$ cat src/rtl/log_pkg.sv
// Shared types and constants for the log writer: FSM states, record slot layout and index field positions.
// Record length depends on LOG_WRITER_TIMESTAMP_EN.
package log_pkg;

  typedef enum logic [2:0] {
    ST_IDLE    = 3'd0,
    ST_REQ     = 3'd1,
    ST_RD_IX   = 3'd2,
    ST_WR_SLOT = 3'd3,
    ST_WR_IX   = 3'd4,
    ST_DONE    = 3'd5
  } log_state_e;

  localparam int SLOT_CODE  = 0;
  localparam int SLOT_CAUSE = 1;
  localparam int SLOT_ADDR  = 2;
  localparam int SLOT_TS    = 6;

`ifdef LOG_WRITER_TIMESTAMP_EN
  localparam int LOG_REC_LEN = 10;
`else
  localparam int LOG_REC_LEN = 6;
`endif

  localparam int IX_PUT_LSB = 16;
  localparam int IX_GET_LSB = 0;

  // Byte carried by a given record slot; multi-byte fields go out little-endian.
  function automatic logic [7:0] rec_byte(input logic [3:0]  slot,
                                          input logic [7:0]  code,
                                          input logic [7:0]  cause,
                                          input logic [31:0] addr,
                                          input logic [31:0] ts);
    logic [7:0] b;
    case (slot)
      4'(SLOT_CODE):     b = code;
      4'(SLOT_CAUSE):    b = cause;
      4'(SLOT_ADDR):     b = addr[7:0];
      4'(SLOT_ADDR + 1): b = addr[15:8];
      4'(SLOT_ADDR + 2): b = addr[23:16];
      4'(SLOT_ADDR + 3): b = addr[31:24];
      4'(SLOT_TS):       b = ts[7:0];
      4'(SLOT_TS + 1):   b = ts[15:8];
      4'(SLOT_TS + 2):   b = ts[23:16];
      4'(SLOT_TS + 3):   b = ts[31:24];
      default:           b = 8'h00;
    endcase
    return b;
  endfunction

endpackage

$ cat src/rtl/log_tscnt.sv
// Free-running 32-bit cycle counter with a sample strobe; the sampled value is held until the next strobe.
// Used only when LOG_WRITER_TIMESTAMP_EN is defined.
module log_tscnt (
  input  logic        clk,
  input  logic        rst_n,
  input  logic        sample_i,
  output logic [31:0] ts_o
);

  logic [31:0] cnt_q;
  logic [31:0] ts_q;

  // Counter wraps naturally; the sample captures the count seen in the accepting cycle.
  always_ff @(posedge clk or negedge rst_n) begin
    if (!rst_n) begin
      cnt_q <= 32'd0;
      ts_q  <= 32'd0;
    end else begin
      cnt_q <= cnt_q + 32'd1;
      if (sample_i) begin
        ts_q <= cnt_q;
      end else begin
        ts_q <= ts_q;
      end
    end
  end

  assign ts_o = ts_q;

endmodule

$ cat src/rtl/log_writer.sv
// Bus master that turns monitor events into log buffer entries: read indices, write the record slots,
// then publish by writing the advanced indices. Optional timestamps via LOG_WRITER_TIMESTAMP_EN.
module log_writer
  import log_pkg::*;
#(
  parameter int NUM_ENTRIES = 32,
  parameter int IX_W        = 16
) (
  input  logic        clk,
  input  logic        rst_n,
  input  logic        evt_req,
  input  logic [7:0]  evt_code,
  input  logic [7:0]  evt_cause,
  input  logic [31:0] evt_addr,
  output logic        evt_ack,
  output logic        lb_req,
  input  logic        lb_gnt,
  output logic        lb_stb,
  output logic        lb_we,
  output logic        lb_addr,
  output logic [31:0] lb_dout,
  input  logic [31:0] lb_din,
  input  logic        lb_ack,
  output logic [7:0]  ovwr_cnt,
  output logic        busy
);

  localparam int PTR_W = $clog2(NUM_ENTRIES);

  log_state_e       state_q, state_d;
  logic [7:0]       code_q, cause_q;
  logic [31:0]      addr_q;
  logic [PTR_W-1:0] put_q, put_d, get_q, get_d;
  logic [PTR_W-1:0] new_put_s, new_get_s;
  logic [3:0]       slot_q, slot_d;
  logic [7:0]       ovwr_q, ovwr_d;
  logic             accept_s, bus_phase_s, acc_s, wrap_s, ix_bad_s;
  logic [IX_W-1:0]  put_raw_s, get_raw_s;
  logic [31:0]      ts_s, ix_word_s;

  assign accept_s    = (state_q == ST_IDLE) && evt_req;
  assign bus_phase_s = (state_q == ST_RD_IX) || (state_q == ST_WR_SLOT) || (state_q == ST_WR_IX);
  assign acc_s       = bus_phase_s && lb_gnt && lb_ack;

  assign put_raw_s = lb_din[IX_PUT_LSB +: IX_W];
  assign get_raw_s = lb_din[IX_GET_LSB +: IX_W];
  assign ix_bad_s  = (32'(put_raw_s) >= 32'(NUM_ENTRIES)) || (32'(get_raw_s) >= 32'(NUM_ENTRIES));

  // Ring is full when advancing put would land on get: drop the oldest entry.
  assign new_put_s = put_q + PTR_W'(1);
  assign wrap_s    = (new_put_s == get_q);
  assign new_get_s = wrap_s ? (get_q + PTR_W'(1)) : get_q;
  assign ix_word_s = {16'(new_put_s), 16'(new_get_s)};

`ifdef LOG_WRITER_TIMESTAMP_EN
  log_tscnt u_tscnt (
    .clk      (clk),
    .rst_n    (rst_n),
    .sample_i (accept_s),
    .ts_o     (ts_s)
  );
`else
  assign ts_s = 32'd0;
`endif

  // State, index and counter registers.
  always_ff @(posedge clk or negedge rst_n) begin
    if (!rst_n) begin
      state_q <= ST_IDLE;
      put_q   <= '0;
      get_q   <= '0;
      slot_q  <= 4'd0;
      ovwr_q  <= 8'd0;
    end else begin
      state_q <= state_d;
      put_q   <= put_d;
      get_q   <= get_d;
      slot_q  <= slot_d;
      ovwr_q  <= ovwr_d;
    end
  end

  // Event fields are frozen at acceptance so later input changes cannot corrupt the record.
  always_ff @(posedge clk or negedge rst_n) begin
    if (!rst_n) begin
      code_q  <= 8'd0;
      cause_q <= 8'd0;
      addr_q  <= 32'd0;
    end else if (accept_s) begin
      code_q  <= evt_code;
      cause_q <= evt_cause;
      addr_q  <= evt_addr;
    end else begin
      code_q  <= code_q;
      cause_q <= cause_q;
      addr_q  <= addr_q;
    end
  end

  // Next-state logic; without grant or ack every state simply holds.
  always_comb begin
    state_d = state_q;
    put_d   = put_q;
    get_d   = get_q;
    slot_d  = slot_q;
    ovwr_d  = ovwr_q;
    case (state_q)
      ST_IDLE: begin
        if (evt_req) state_d = ST_REQ;
        else         state_d = ST_IDLE;
      end
      ST_REQ: begin
        if (lb_gnt) state_d = ST_RD_IX;
        else        state_d = ST_REQ;
      end
      ST_RD_IX: begin
        if (acc_s) begin
          put_d   = ix_bad_s ? '0 : put_raw_s[PTR_W-1:0];
          get_d   = ix_bad_s ? '0 : get_raw_s[PTR_W-1:0];
          slot_d  = 4'd0;
          state_d = ST_WR_SLOT;
        end else begin
          state_d = ST_RD_IX;
        end
      end
      ST_WR_SLOT: begin
        if (acc_s && (slot_q == 4'(LOG_REC_LEN - 1))) begin
          slot_d  = 4'd0;
          state_d = ST_WR_IX;
        end else if (acc_s) begin
          slot_d  = slot_q + 4'd1;
        end else begin
          slot_d  = slot_q;
        end
      end
      ST_WR_IX: begin
        if (acc_s) begin
          put_d   = new_put_s;
          get_d   = new_get_s;
          if (wrap_s && (ovwr_q != 8'hFF)) ovwr_d = ovwr_q + 8'd1;
          else                             ovwr_d = ovwr_q;
          state_d = ST_DONE;
        end else begin
          state_d = ST_WR_IX;
        end
      end
      ST_DONE: state_d = ST_IDLE;
      default: state_d = ST_IDLE;
    endcase
  end

  // Bus controls decode from state; strobe only while granted.
  always_comb begin
    lb_req  = 1'b0;
    lb_we   = 1'b0;
    lb_addr = 1'b0;
    lb_dout = 32'd0;
    case (state_q)
      ST_REQ: lb_req = 1'b1;
      ST_RD_IX: begin
        lb_req  = 1'b1;
        lb_addr = 1'b1;
      end
      ST_WR_SLOT: begin
        lb_req  = 1'b1;
        lb_we   = 1'b1;
        lb_dout = {24'd0, rec_byte(slot_q, code_q, cause_q, addr_q, ts_s)};
      end
      ST_WR_IX: begin
        lb_req  = 1'b1;
        lb_we   = 1'b1;
        lb_addr = 1'b1;
        lb_dout = ix_word_s;
      end
      default: lb_req = 1'b0;
    endcase
  end

  assign lb_stb   = bus_phase_s && lb_gnt;
  assign evt_ack  = (state_q == ST_DONE);
  assign busy     = (state_q != ST_IDLE);
  assign ovwr_cnt = ovwr_q;

endmodule
$ cat config.mk
export PLATFORM = sky130hd
export DESIGN_NAME = log_writer
export DESIGN_NICKNAME = d
export VERILOG_FILES = /design/src/rtl/log_pkg.sv /design/src/rtl/log_tscnt.sv /design/src/rtl/log_writer.sv
export SDC_FILE = /design/constraint.sdc
export NUM_CORES = 1
export LEC_CHECK = 0
export CAP_MARGIN = 0
export CELL_PAD_IN_SITES_DETAIL_PLACEMENT = 0
export CELL_PAD_IN_SITES_GLOBAL_PLACEMENT = 1
export CORE_MARGIN = 2
export CORE_UTILIZATION = 38
export CTS_BUF_LIST = sky130_fd_sc_hd__clkbuf_4 sky130_fd_sc_hd__clkbuf_8 sky130_fd_sc_hd__clkbuf_16
export DETAILED_ROUTE_END_ITERATION = 16
export PLACE_DENSITY = 0.95
export SLEW_MARGIN = 30
export SYNTH_ARGS = -nofsm -noshare
export SYNTH_HDL_FRONTEND = slang
export SYNTH_SLANG_ARGS = --single-unit
$ cat constraint.sdc
create_clock -name clk -period 5.4 [get_ports clk]
set_input_delay 0.54 -clock clk [delete_from_list [all_inputs] [get_ports clk]]
set_output_delay 0.54 -clock clk [all_outputs]
set_load 0.03 [all_outputs]
==> results.py, run 1 <==
metrics = {
    "yosys": {
        "synth.ff_latch_count": 73,
        "postSynthAreaPerCell_sq_um": 10.89,
        "synth_top_flop_cell": "dfrtp_1",
        "synth.most_common_cell": "dfrtp_1",
        "yosysTopAreaCell": "dfrtp_1",
        "syn-cell-area_sq_um": 3998,
        "seq_area_frac_synth_pct": 45.70,
        "synth_top_area_share_pct": 45.70,
        "synth_edf_count": 0,
        "synthTopCellsByArea": "dfrtp_1, mux2_2, buf_4",
        "netlist_instances": 367,
        "synth_warnings": 0,
        "netlist_top_cells_count": "dfrtp_1, mux2_2, nand2_1, nor2_1, buf_4",
        "async_flop_share_pct": 100.0,
        "yosys.cell_types.count": 53,
    },
    "sta": {
        "slew_headroom_pct": 39.58,
        "hold_viol": 0,
        "finClkSkew_ps": 5.207,
        "fin_crit_sh_pct": 72.87,
        "worst_pin_slew_ps": 899.3,
        "final.min_clock_period_ps": 3935,
        "slew_violations": 0,
        "fin_setup_tns_ps": 0,
        "setup_viol": 0,
        "hold_slack_ps": 201.2,
        "fmax_mhz": 254.1,
        "rsz0062_at_grt": "false",
    },
    "route": {
        "vias": 3203,
        "vias_per_cell": 5.225,
        "ant_nets": 0,
        "firstDrtPassIters": 5,
        "drcViolationCount": 0,
        "drt_wl_total_um": 9763,
        "wl_per_cell_um": 15.93,
        "drtIter0Drc": 151,
    },
    "cts": {
        "cts_buffers": 9,
        "clock_latency_ps": 340,
        "clockBufferDepth": 2,
        "cts_hold_buf": 0,
        "h-tree-depth": 3,
        "cts_tree": "built",
        "post_cts_resized": 0,
        "clock_sinks": 73,
        "clk_pin_slew_worst_paths_ps": 80,
        "cts_setup_buffers": 0,
        "root_buffer": "clkbuf_8",
    },
    "die": {
        "die_w_um": 106.6,
        "core_sq_um": 10280,
        "rows": 37,
        "start_util_pct": 38.90,
        "dieHeight_um": 106.6,
        "die_area_sq_um": 11360,
        "boundaryPins": 131,
    },
    "layout": {
        "area_growth_pct": 33.46,
        "drive_gt1_share_pct": 17.82,
        "antennaDiodeCount": 0,
        "fill_cells": 963,
        "nets": 564,
    },
    "place": {
        "portBuffers": 111,
        "dpl.hpwl_um": 7300,
        "gp_congestion": 0.9212,
    },
    "setup_path": {
        "cp-end-kind": "output pin",
        "path_max_fanout": 11,
        "required_ps": 4860,
        "cp_data_arrival_time_ps": 3400,
        "cp-start-kind": "flip-flop",
        "path_class": "flip-flop to output pin",
    },
    "global_route": {
        "gr-usage-all-layers_pct": 17.42,
        "grt_pass1_wl_um": 15410,
        "antenna_found_initial": 0,
        "grt_max_degree": 74,
        "grt_remaining_overflow": 0,
        "grt_pass1_vias": 3120,
    },
    "hold_path": {
        "worst_hold_path_type": "input pin to asynchronous set/reset pin",
    },
    "power": {
        "leakage_nw": 2.167,
        "switching_power_uw": 997.1,
        "p_sw_share_pct": 38.87,
        "clockPowerShare_pct": 16.4,
        "p_int_mw": 1.568,
        "p_comb_share_pct": 46.1,
        "seqPwrFrac_pct": 37.4,
        "power_mw": 2.565,
        "ir_drop_uv": 212.5,
        "power_density_nw_per_um2": 480.8,
    },
    "run": {
        "drv_cap": 0,
    },
    "outcome": {
        "status": "finished clean",
    },
}
-- worst paths after layout --
path	start	slack, ps	depth (start not counted)	end
min	rst_n	200	1	addr_q[25]
max reg2reg	put_q[0]	2860	6	get_q[1]
min reg2reg	ovwr_cnt[6]	500	1	ovwr_cnt[6]
max in group asynchronous	rst_n	4740	1	code_q[6]
max	put_q[0]	1460	7	lb_dout[1]
min in group clk	ovwr_cnt[6]	500	1	ovwr_cnt[6]
-- layout by cell type, fill, tap and decap left out, drive strengths merged, types with 12 or more instances in the layout --
master	n
nor2	25
nand3	14
nand2	29
conb	19
a21oi	18
o21ai	12
mux2	55
dfrtp	73
clkdlybuf4s50	110
xnor2	13
-- worst max-delay path: stages (launching register included) --
cell and delay (ps):
dfrtp_1 450, ha_1 310, nor3_1 330, a2111oi_4 120, nor4_4 680, mux2_2 440
nand2_1 60, clkdlybuf4s50_1 670
-- through the flow --
step	utilization [%]	area [sq um]	worst slack (ps)	instances
global placement	49.98	5136	1942	597
floorplan	-	4065	2653	385
CTS	51.87	5331	1446	613
global route	51.91	5335	1314	613
finish	51.91	5335	1465	613
detailed placement	49.98	5136	1838	597
-- power by group through the flow --
stage	combinational (mW)	clock [mW]	sequential (mW)
after floorplan	0.890	0	0.911
after global placement	1.16	0	0.952
after detailed placement	1.19	0	0.968
after CTS	1.19	0.432	0.957
after global routing	1.28	0.458	0.995
final	1.18	0.422	0.960
-- cell families after synthesis --
kind of cell,after synthesis,synth area share (%)
and+or+nand+nor,105,13.83
xor gates and xnor gates,18,4.476
DFF,73,45.70
adders and majority gates,7,2.191
AOI/OAI and AO/OA,67,11.86
buffers and inverters,41,6.260
other,1,0.09381
muxes,55,15.59
-- area by class of cell --
cell class                 count  area, sq um  share of cell area (%)
inverter                       4        15.01                  0.2814
clock buffer                   9        123.9                   2.322
sequential                    73         1827                   34.24
timing repair buffer         113         1127                   21.13
multi-input combinational    271         2001                   37.50
tap                          136        170.2                   3.189
clock inverter                 7        71.32                   1.337
-- flip-flops by register name (all words and copies together) (netlist names) --
signal / cells
cause_q: 8
put_q: 5
get_q: 5
slot_q: 4
ovwr_cnt: 8
state_q: 3
code_q: 8
addr_q: 32
-- per-layer routing --
metal / GRT usage (%) / vias to the layer above / wire length (um) / part of all wire (%)
met2: 29.12 / 133 / 4871 / 50
li1: - / 1509 / - / -
met1: 22.21 / 1549 / 4051 / 41
met5: 0 / - / 0 / 0
met4: 5.751 / 0 / 104 / 1.1
met3: 4.108 / 12 / 736 / 7.5
Power figures use the tool's default switching activity.
==> run 2: changes to the inputs <==
- CORE_UTILIZATION: 38 -> 35
- PLACE_DENSITY: 0.95 -> 0.91
- clock period: 5.4 -> 3.7 ns (I/O delays scaled with it)
==> results.py, run 2 (synthesized netlist as in run 1, its figures left out) <==
metrics = {
    "die": {
        "die_w_um": 110.9,
        "dieHeight_um": 110.9,
        "boundaryPins": 131,
        "start_util_pct": 35.46,
        "rows": 39,
        "die_area_sq_um": 12290,
        "core_sq_um": 11270,
    },
    "sta": {
        "hold_viol": 0,
        "worst_pin_slew_ps": 888.5,
        "fin_setup_tns_ps": 0,
        "fmax_mhz": 293.3,
        "slew_headroom_pct": 40.66,
        "setup_ws_ps": 290.9,
        "final.min_clock_period_ps": 3409,
        "rsz0062_at_grt": "false",
        "fin_crit_sh_pct": 92.14,
        "slew_violations": 0,
        "setup_viol": 0,
        "finClkSkew_ps": 8.779,
    },
    "place": {
        "dpl.hpwl_um": 7844,
        "gp_congestion": 0.8266,
        "place_ws_ps": 664.7,
        "portBuffers": 111,
    },
    "cts": {
        "post_cts_resized": 0,
        "root_buffer": "clkbuf_16",
        "clock_sinks": 73,
        "cts_tree": "built",
        "clockBufferDepth": 2,
        "clock_latency_ps": 330,
        "h-tree-depth": 3,
        "clk_pin_slew_worst_paths_ps": 60,
        "cts_buffers": 9,
    },
    "layout": {
        "fill_cells": 1028,
        "top_register": "addr_q",
        "drive_gt1_share_pct": 18.84,
        "seq_area_sq_um": 1827,
        "multi_input_area_sq_um": 2006,
        "largest_register_ff_count": 32,
        "layout_common_cells": "clkdlybuf4s50_1, dfrtp_1, mux2_2",
        "antennaDiodeCount": 0,
        "nets": 570,
        "area_growth_pct": 37.84,
        "layout_commonest_cell": "clkdlybuf4s50_1",
    },
    "global_route": {
        "grt_max_degree": 49,
        "grt_pass1_vias": 3230,
        "grt_remaining_overflow": 0,
        "antenna_found_initial": 0,
        "grt_pass1_wl_um": 16900,
        "gr-usage-all-layers_pct": 17.15,
    },
    "route": {
        "wl_per_cell_um": 16.49,
        "drtIter0Drc": 252,
        "drt_wl_total_um": 10330,
        "vias_per_cell": 5.174,
        "drcViolationCount": 0,
        "firstDrtPassIters": 4,
        "ant_nets": 0,
        "vias": 3239,
    },
    "setup_path": {
        "cp_data_arrival_time_ps": 3040,
        "cp_cell_sequence": "ha_1, nor3_1, a2111oi_4, nor4_4, mux2_2, nand2_1, clkdlybuf4s50_1",
        "path_max_fanout": 6,
        "cp.depth": 7,
        "required_ps": 3330,
        "cp_slowest_stage_delay_ps": 670,
        "r2r_cells": 7,
        "cp-end-kind": "output pin",
        "crit_path_top_delay_cell": "clkdlybuf4s50_1",
        "critical_path.top_delay_family": "simple AND/OR/NAND/NOR gates",
        "critPathBufInv": 1,
        "cp-start-kind": "flip-flop",
        "path_class": "flip-flop to output pin",
    },
    "power": {
        "clockPowerShare_pct": 21.9,
        "p_int_mw": 2.519,
        "p_comb_share_pct": 43.2,
        "switching_power_mw": 1.510,
        "ir_drop_uv": 372.9,
        "power_density_nw_per_um2": 731.1,
        "leakage_nw": 2.255,
        "p_sw_share_pct": 37.48,
        "seqPwrFrac_pct": 34.9,
    },
    "run": {
        "drv_cap": 0,
    },
    "outcome": {
        "status": "finished clean",
    },
    "hold_path": {
        "min_path_cells": 1,
        "worst_hold_path_type": "flip-flop to flip-flop",
    },
}
==> run 2: changes by cell type in the layout (fill, tap and decap cells not counted), moves of 2 or more <==
| cell | delta |
|---|---|
| clkbuf_16 | +9 |
| clkbuf_8 | -9 |
| buf_4 | +4 |
| clkinvlp_4 | -2 |
| inv_6 | +2 |
==> run 2: cell type report <==
cell class	instances	share of cell area, %
Multi-Input combinational cell	271	36.40
Sequential cell	73	33.15
Timing Repair Buffer	119	21.44
Clock buffer	9	4.087
Tap cell	143	3.247
Clock inverter	7	1.408
Inverter	4	0.2725
==> run 2: worst paths after layout <==
| check | from | slack [ps] | endpoint |
|---|---|---|---|
| worst min-delay path | ovwr_cnt[7] | 500 | ovwr_cnt[7] |
| max in group asynchronous | rst_n | 2410 | get_q[2] |
| worst min register to register | ovwr_cnt[7] | 500 | ovwr_cnt[7] |
| worst max-delay path | put_q[0] | 290 | lb_dout[1] |
| min in group asynchronous | rst_n | 530 | addr_q[22] |
| worst max register to register | slot_q[1] | 1300 | slot_q[2] |
==> run 2: metrics by stage <==
step	instances	power, mW	utilization (%)	hold WS, ps	cell area [sq um]
floorplan	385	2.629	-	74.41	4065
global placement	608	3.089	45.89	484.7	5172
detailed placement	609	3.159	46.07	348.0	5192
CTS	626	4.050	48.84	501.7	5505
global route	626	4.273	48.88	519.0	5510
finish	626	4.028	48.88	496.6	5510
==> run 2: metal layers <==
| metal | vias up | share of wire (%) | track usage, % |
|---|---|---|---|
| li1 | 1523 | - | - |
| met1 | 1590 | 42 | 22.11 |
| met2 | 122 | 49 | 27.48 |
| met3 | 4 | 8.8 | 6.069 |
| met4 | 0 | 0.46 | 4.667 |
| met5 | - | 0 | 0 |
==> run 2: power by group through the flow <==
stage	logic [mW]	clock network, mW	registers [mW]
floorplan	1.30	0	1.33
global placement	1.69	0	1.40
detailed placement	1.74	0	1.42
CTS	1.75	0.895	1.41
global route	1.88	0.936	1.45
finish	1.74	0.883	1.41
==> run 2: timing repair <==
item,CTS,global route
endpoints found under the hold margin,10,0
setup buffers,0,0
hold buffers,1,0
==> run 3: changes to the inputs <==
- CORE_MARGIN: 2 -> 4
==> results.py, run 3 (synthesized netlist as in run 1, its figures left out) <==
metrics = {
    "outcome": {
        "status": "finished clean",
    },
    "hold_path": {
        "worst_hold_path_type": "input pin to asynchronous set/reset pin",
    },
    "route": {
        "ant_nets": 0,
        "wl_per_cell_um": 16.76,
        "drcViolationCount": 0,
        "vias": 3164,
        "drt_wl_total_um": 10360,
        "firstDrtPassIters": 6,
        "vias_per_cell": 5.120,
        "drtIter0Drc": 119,
    },
    "die": {
        "rows": 38,
        "die_area_sq_um": 13200,
        "die_w_um": 114.9,
        "core_sq_um": 11030,
        "dieHeight_um": 114.9,
        "start_util_pct": 36.24,
        "boundaryPins": 131,
    },
    "sta": {
        "slew_headroom_pct": 46.00,
        "final.min_clock_period_ps": 3452,
        "rsz0062_at_grt": "false",
        "slew_violations": 0,
        "finClkSkew_ps": 6.978,
        "hold_slack_ps": 4.151,
        "fmax_mhz": 289.6,
        "fin_setup_tns_ps": 0,
        "fin_crit_sh_pct": 93.31,
        "setup_viol": 0,
        "worst_pin_slew_ps": 797.4,
        "hold_viol": 0,
    },
    "setup_path": {
        "path_max_fanout": 6,
        "path_class": "flip-flop to output pin",
        "cp-end-kind": "output pin",
        "timing.rr.start": "slot_q[1]",
        "cp_data_arrival_time_ps": 3080,
        "cp-start-kind": "flip-flop",
        "startpoint": "put_q[0]",
        "required_ps": 3330,
    },
    "global_route": {
        "grt_remaining_overflow": 0,
        "grt_max_degree": 49,
        "grt_pass1_vias": 3234,
        "grt_pass1_wl_um": 16160,
        "antenna_found_initial": 0,
        "gr-usage-all-layers_pct": 15.52,
    },
    "layout": {
        "layout_commonest_cell": "clkdlybuf4s50_1",
        "area_growth_pct": 37.68,
        "largest_register_ff_count": 32,
        "nets": 566,
        "antennaDiodeCount": 0,
        "top_register": "addr_q",
        "drive_gt1_share_pct": 18.20,
        "layout_common_cells": "clkdlybuf4s50_1, dfrtp_1, mux2_2",
    },
    "cts": {
        "cts_setup_buffers": 0,
        "clockBufferDepth": 2,
        "post_cts_resized": 0,
        "h-tree-depth": 3,
        "clock_sinks": 73,
        "cts_hold_buf": 0,
        "clk_pin_slew_worst_paths_ps": 60,
        "root_buffer": "clkbuf_16",
        "cts_buffers": 9,
        "cts_tree": "built",
        "clock_latency_ps": 320,
    },
    "power": {
        "power_density_nw_per_um2": 752.7,
        "ir_drop_uv": 476.0,
        "leakage_nw": 2.254,
    },
    "place": {
        "dpl.hpwl_um": 7877,
        "portBuffers": 111,
        "gp_congestion": 0.8890,
    },
    "run": {
        "drv_cap": 0,
    },
}
-- run 3: cell count changes in the layout (fill, tap and decap cells not counted) --
cell | previous run | this run
clkinvlp_4 | 1 | 0
inv_6 | 2 | 0
buf_2 | 1 | 0
buf_12 | 1 | 0
bufinv_16 | 1 | 3
dlygate4sd3_1 | 1 | 0
clkbuf_8 | 0 | 1
buf_4 | 6 | 5
clkinv_4 | 2 | 1
-- run 3: power breakdown --
group	internal [mW]	switching [mW]	total [mW]	leakage, nW
clock network	0.673	0.321	0.994	0.169
logic	0.843	0.899	1.74	1.19
registers	1.15	0.261	1.41	0.892
-- run 3: worst max-delay path, cell delays in order (launching register included) --
cell	delay (ps)
dfrtp_1	450
ha_1	310
nor3_1	360
a2111oi_4	130
nor4_4	380
mux2_2	390
nand2_1	60
clkdlybuf4s50_1	690
-- run 3: final timing paths --
path	endpoint	slack, ps	cells after the start
min in group clk	code_q[5]	500	1
min	addr_q[0]	4	1
max	lb_dout[1]	250	7
max reg2reg	slot_q[2]	1220	7
min reg2reg	code_q[5]	500	1
max in group asynchronous	code_q[4]	2830	2
-- run 3: routing by layer --
| metal | part of all wire (%) | vias to the layer above | global-route usage (%) |
|---|---|---|---|
| met4 | 1.4 | 0 | 4.304 |
| met5 | 0 | - | 0 |
| met3 | 5.3 | 11 | 3.632 |
| met2 | 51 | 92 | 26.04 |
| met1 | 43 | 1546 | 20.11 |
| li1 | - | 1515 | - |
-- run 3: per-stage QoR --
stage	cells	total power [mW]	util, %	cell area, sq um	worst slack [ps]
floorplan	385	2.629	-	4065	1123
global placement	603	3.090	46.72	5154	705.2
detailed placement	603	3.162	46.72	5154	627.4
CTS	618	4.179	49.83	5497	215.4
global route	618	4.404	49.90	5504	113.0
finish	618	4.143	49.90	5504	247.5
-- run 3: final cells by class --
type | count | area (sq um)
inverter | 4 | 15.01
fill | 1001 | 5527
multi-input combinational | 271 | 2006
timing repair buffer | 115 | 1139
sequential | 73 | 1827
tap | 140 | 175.2
clock inverter | 5 | 103.9
clock buffer | 10 | 239.0
